`src/rtl/booth_r16_multiplier_param.sv`:
```
// Sequential radix-16 Booth multiplier: XLEN x XLEN -> 2*XLEN product, 4 multiplier bits per cycle.
// Latency ITER = XLEN/4+1 cycles from accept to valid; ready/start handshake, clk_en stall, flush abort.
module booth_r16_multiplier_param #(
    parameter int XLEN = 32
) (
    input  logic                clk_i,
    input  logic                rst_i,
    input  logic                clk_en_i,
    input  logic                flush_i,
    input  logic                start_i,
    input  logic [1:0]          mode_i,
    input  logic [XLEN-1:0]     multiplicand_i,
    input  logic [XLEN-1:0]     multiplier_i,
    output logic                ready_o,
    output logic                valid_o,
    output logic [2*XLEN-1:0]   result_o
);
    localparam int ITER = XLEN / 4 + 1;
    localparam int CW   = $clog2(ITER + 1);
    localparam int BW   = XLEN + 1;
    localparam int AW   = XLEN + 4;
    localparam int PW   = XLEN + 5;
    localparam int SW   = PW + AW + 1;

    typedef enum logic [1:0] {IDLE, MULTIPLY, DONE} state_t;

    state_t         state;
    logic [CW-1:0]  cnt;
    logic [PW-1:0]  p;
    logic [AW-1:0]  a;
    logic [BW-1:0]  b;
    logic           l;

    logic [BW-1:0]  b_load;
    logic [AW-1:0]  a_load;
    logic [PW-1:0]  b1, b2, b3, b4, b5, b6, b7, b8;
    logic [PW-1:0]  mult, addend, p_sum;
    logic [3:0]     pos, mag;
    logic           neg;
    logic [SW-1:0]  sh;

    assign b_load = (mode_i == 2'b01 || mode_i == 2'b10) ? {multiplicand_i[XLEN-1], multiplicand_i}
                                                         : {1'b0, multiplicand_i};
    assign a_load = (mode_i == 2'b01) ? {{4{multiplier_i[XLEN-1]}}, multiplier_i}
                                      : {4'b0, multiplier_i};

    // Odd multiples need one adder each; even ones are shifts of a smaller multiple.
    assign b1 = {{4{b[BW-1]}}, b};
    assign b2 = b1 << 1;
    assign b3 = b1 + b2;
    assign b4 = b1 << 2;
    assign b5 = b4 + b1;
    assign b6 = b3 << 1;
    assign b8 = b1 << 3;
    assign b7 = b8 - b1;

    // Digit {A[3:0],L} = -8*A3 + 4*A2 + 2*A1 + A0 + L, split into sign and magnitude 0..8.
    assign pos = {1'b0, a[2:0]} + {3'b0, l};
    assign neg = a[3];
    assign mag = neg ? 4'd8 - pos : pos;

    always_comb begin
        mult = '0;
        case (mag)
            4'd1:    mult = b1;
            4'd2:    mult = b2;
            4'd3:    mult = b3;
            4'd4:    mult = b4;
            4'd5:    mult = b5;
            4'd6:    mult = b6;
            4'd7:    mult = b7;
            4'd8:    mult = b8;
            default: mult = '0;
        endcase
    end

    assign addend = neg ? -mult : mult;
    assign p_sum  = p + addend;
    assign sh     = $signed({p_sum, a, l}) >>> 4;

    assign ready_o = ~rst_i & clk_en_i & (state != MULTIPLY);
    assign valid_o = (state == DONE);

    always_ff @(posedge clk_i or posedge rst_i) begin
        if (rst_i) begin
            state    <= IDLE;
            cnt      <= '0;
            p        <= '0;
            a        <= '0;
            b        <= '0;
            l        <= 1'b0;
            result_o <= '0;
        end else if (clk_en_i) begin
            if (flush_i) begin
                state <= IDLE;
                cnt   <= '0;
            end else begin
                case (state)
                    IDLE, DONE: begin
                        if (start_i) begin
                            b     <= b_load;
                            a     <= a_load;
                            p     <= '0;
                            l     <= 1'b0;
                            cnt   <= '0;
                            state <= MULTIPLY;
                        end else begin
                            state <= IDLE;
                        end
                    end
                    MULTIPLY: begin
                        p   <= sh[SW-1 -: PW];
                        a   <= sh[AW:1];
                        l   <= sh[0];
                        cnt <= cnt + CW'(1);
                        if (cnt == CW'(ITER - 1)) begin
                            result_o <= sh[2*XLEN:1];
                            state    <= DONE;
                        end
                    end
                    default: state <= IDLE;
                endcase
            end
        end
    end
endmodule

```
`config.mk`:
```
export PLATFORM = sky130hd
export DESIGN_NAME = booth_r16_multiplier_param
export DESIGN_NICKNAME = d
export VERILOG_FILES = /design/src/rtl/booth_r16_multiplier_param.sv
export SDC_FILE = /design/constraint.sdc
export NUM_CORES = 1
export LEC_CHECK = 0
export CAP_MARGIN = 5
export CORE_ASPECT_RATIO = 0.75
export CORE_MARGIN = 3
export CORE_UTILIZATION = 40
export CTS_CLUSTER_SIZE = 28
export DETAILED_ROUTE_END_ITERATION = 12
export SETUP_SLACK_MARGIN = 0.3
export SLEW_MARGIN = 20
export SYNTH_ARGS = -nofsm -noshare
export SYNTH_HDL_FRONTEND = slang
export SYNTH_SLANG_ARGS = --single-unit
```
`constraint.sdc`:
```
create_clock -name clk_i -period 21.6 [get_ports clk_i]
set_input_delay 5.4 -clock clk_i [delete_from_list [all_inputs] [get_ports clk_i]]
set_output_delay 5.4 -clock clk_i [all_outputs]
set_load 0.02 [all_outputs]
```
==> flow_metrics.env <==
export IMPL_status="finished clean"
export IMPL_cp_num_buf_inv=3
export IMPL_cp_startpoint="rst_i"
export IMPL_path_max_fanout=67
export IMPL_crit_required_ns=16.20
export IMPL_syn2layout_area_growth_pct=14.0
export IMPL_first_pass_iters=6
export IMPL_drtIter0Drc=2211
export IMPL_slew_headroom_pct=20.7
export IMPL_worst_r2r_endpoint="p[35]"
export IMPL_core_um2=43600
export IMPL_cts_tree="done"
export IMPL_fillers=4423
export IMPL_clk_latency_ns=0.48
export IMPL_numPortBuffers=136
export IMPL_drc=0
export IMPL_crit_family="buffers and inverters"
export IMPL_rows=66
export IMPL_timing_final_ws_setup_ns=8.83
export IMPL_fin_crit_ns=12.77
export IMPL_grt_use_met1_pct=41.1
export IMPL_p_per_area_nw_per_um2=188
export IMPL_slowest_stage="clkdlybuf4s50_1"
export IMPL_endpoint="ready_o"
export IMPL_worstHoldPathCells=2
export IMPL_final_cells=2979
export IMPL_root_buffer="clkbuf_16"
export IMPL_synthCells=2337
export IMPL_grt_use_met2_pct=38.2
export IMPL_end_kind="primary output"
export IMPL_hpwl_um=49700
export IMPL_ant_nets=0
export IMPL_grt_max_degree=93
export IMPL_cts_resized=0
export IMPL_regToRegSetupSlack_ns=12.89
export IMPL_drive_gt1_share_pct=5.83
export IMPL_synth_edf_count=0
export IMPL_crit_type="in -> out"
export IMPL_grt_busiest_layer="met1"
export IMPL_first_global_vias=16900
export IMPL_syn_area_um2=17700
export IMPL_ys_async_sr_fraction_pct=100
export IMPL_period_share_pct=59.1
export IMPL_antenna_found_initial=1
export IMPL_htreeDepth=4
export IMPL_antenna_cells=0
export IMPL_grt_pass1_wl_um=99700
export IMPL_cts_clk_slew_worst_paths_ns=0.06
export IMPL_via_per_inst=6.21
export IMPL_start_util_pct=40.7
export IMPL_postSynthAreaPerCell_um2=7.59
export IMPL_synth_warnings=0
export IMPL_dieArea_um2=46900
export IMPL_met3_usage_pct=5.46
export IMPL_peakVddDrop_mv=0.168
export IMPL_dp_cells=2947
export IMPL_synth_main_ff_cell="dfrtp_1"
export IMPL_seq_area_um2=4330
export IMPL_r2r_cells=28
export IMPL_gr_total_overflow=0
export IMPL_worst_pin_slew_ns=1.19
export IMPL_synth_seq_cells=173
export IMPL_pre_cts_slack_ns=8.79
export IMPL_fmax_mhz=78.3
export IMPL_nets=2602
export IMPL_path_depth=4
export IMPL_routed_wl_um=64300
export IMPL_crit_top_cell="clkdlybuf4s50_1"
export IMPL_ys_seq_area_share_pct=24.4
export IMPL_setup_worst_path_start_class="input pin"
export IMPL_syn_num_nets=2551
export IMPL_vias=18500
export IMPL_holdWs_ns=0.480
export IMPL_p_leak_nw=8.60
export IMPL_grt_usage_pct=26.7
export IMPL_multiInputGateArea_um2=12700
export IMPL_synthDistinctLibCells=87
export IMPL_max_cap_viol_count=0
export IMPL_cts_sinks=173
export IMPL_timing_rr_start="a[0]"
export IMPL_die_w_um=249
export IMPL_hold_buffers=0
export IMPL_clockBufferDepth=2
export IMPL_finalClockSkew_ns=0.0143
export IMPL_hold_path_class="reg -> reg"
export IMPL_fin_tns_setup_ns=0
export IMPL_setup_viol=0
export IMPL_wl_per_cell_um=21.6
export IMPL_hold_viol=0
export IMPL_ios=137
export IMPL_post_cts_buffers=0
export IMPL_cts_buffers=17
export IMPL_cpPeakStageDelay_ns=0.54
export IMPL_cp_arrival_ns=7.37
export IMPL_drv_slew=0
export IMPL_die_h_um=188
export IMPL_gp_congestion=0.971
export IMPL_rsz0062_at_grt="no"
export IMPL_cp_cell_sequence="clkdlybuf4s50_1 > clkinv_4 > and3_1 > clkdlybuf4s50_1"
placed cells by master, fill, tap and decap left out, types with 23 or more instances in the layout:
master and instances:
nand2_1 304, o21ai_0 237, nor2_1 176, dfrtp_1 173, a21oi_1 168, ha_1 140
clkdlybuf4s50_1 136, nand3_1 91, inv_1 74, xnor2_1 74, a31oi_1 57, nor3_1 56
a21o_1 51, nand4_1 46, xor2_1 41, mux2_2 38, a211oi_1 35, o21a_1 30
and3_1 26, buf_4 26, a22o_1 23, o211ai_1 23, a22oi_1 23
layout make-up:
cell class	instances	share of cell area [%]
multi-input combinational	1959	62.8
clock inverter	14	0.941
clock buffer	18	2.17
sequential	173	21.4
inverter	75	1.42
tap	578	3.58
timing repair buffer	162	7.70
worst min-delay path by stage:
stage	from	endpoint	slack, ns
4_1_cts	result_o[41]	result_o[41]	0.49
3_5_place_dp	result_o[41]	result_o[41]	0.47
3_3_place_gp	result_o[40]	result_o[40]	0.46
2_1_floorplan	l	l	0.45
6_report	result_o[41]	result_o[41]	0.48
5_1_grt	result_o[45]	result_o[45]	0.52
worst min-delay path, cell delays in order, from the launching register on:
cell and delay (ns):
dfrtp_1 0.34, nand2_1 0.04, o21ai_0 0.06
cells in the mapped netlist (all sizes together), types with 9 or more instances:
cell type  count  share of area [%]
mux2i         20                1.1
nor2         177                3.7
nand3b         9               0.38
nand2b        18               0.63
xnor2         76                3.8
o21a          30                1.3
a21o          51                2.2
inv           75                1.6
o21ai        239                6.7
nor4          20               0.74
o211ai        23               0.97
nand2        307                6.5
or2           13               0.46
a31oi         57                2.0
mux2          38                2.4
a22o          23                1.1
and3          27               0.95
nand4         46                1.6
nand3         91                2.6
xor2          41                2.0
clkbuf       115                2.4
o31ai         21               0.92
a22oi         23               0.97
a221oi        14               0.69
ha           140                9.9
o21bai        14               0.59
and2          13               0.46
nor3          58                1.6
a21oi        169                4.8
a211oi        35                1.5
buf           15               0.36
or3           10               0.35
dfrtp        173                 24
where the power goes:
part           internal [mW]  total [mW]  leakage (nW)  switching, mW
sequential             0.378       0.469          2.24         0.0917
clock                  0.180       0.343         0.303          0.162
combinational           1.09        2.98          6.06           1.90
total                   1.64        3.80          8.60           2.15
metrics by stage:
step / power (mW) / utilization (%) / instance area (µm²)
after floorplan: 2.56 / - / 17700
after global placement: 3.33 / 44.9 / 19600
after detailed placement: 3.36 / 44.9 / 19600
after CTS: 3.72 / 46.4 / 20200
after global routing: 4.10 / 46.4 / 20200
final: 3.80 / 46.4 / 20200
routing by layer:
metal  vias up  wire length [µm]
met3        77              5110
li1       8820                 -
met4         2              1010
met5         -                11
met2       752             26300
met1      8860             31800
registers in the layout, indices dropped and copies added (netlist names):
signal,cells
cnt,4
a,36
l,1
result_o,64
state,2
b,33
p,33
kinds of logic after synthesis:
family | Yosys count | share of synthesized area, %
adder cells (fa/ha/maj) | 143 | 10.2
AO/OA/AOI/OAI | 806 | 29.3
AND/OR/NAND/NOR | 833 | 22.1
flip-flops | 173 | 24.4
XOR/XNOR | 118 | 5.95
buffers and inverters | 205 | 4.38
multiplexers | 59 | 3.67
(Power assumes the default switching activity.)
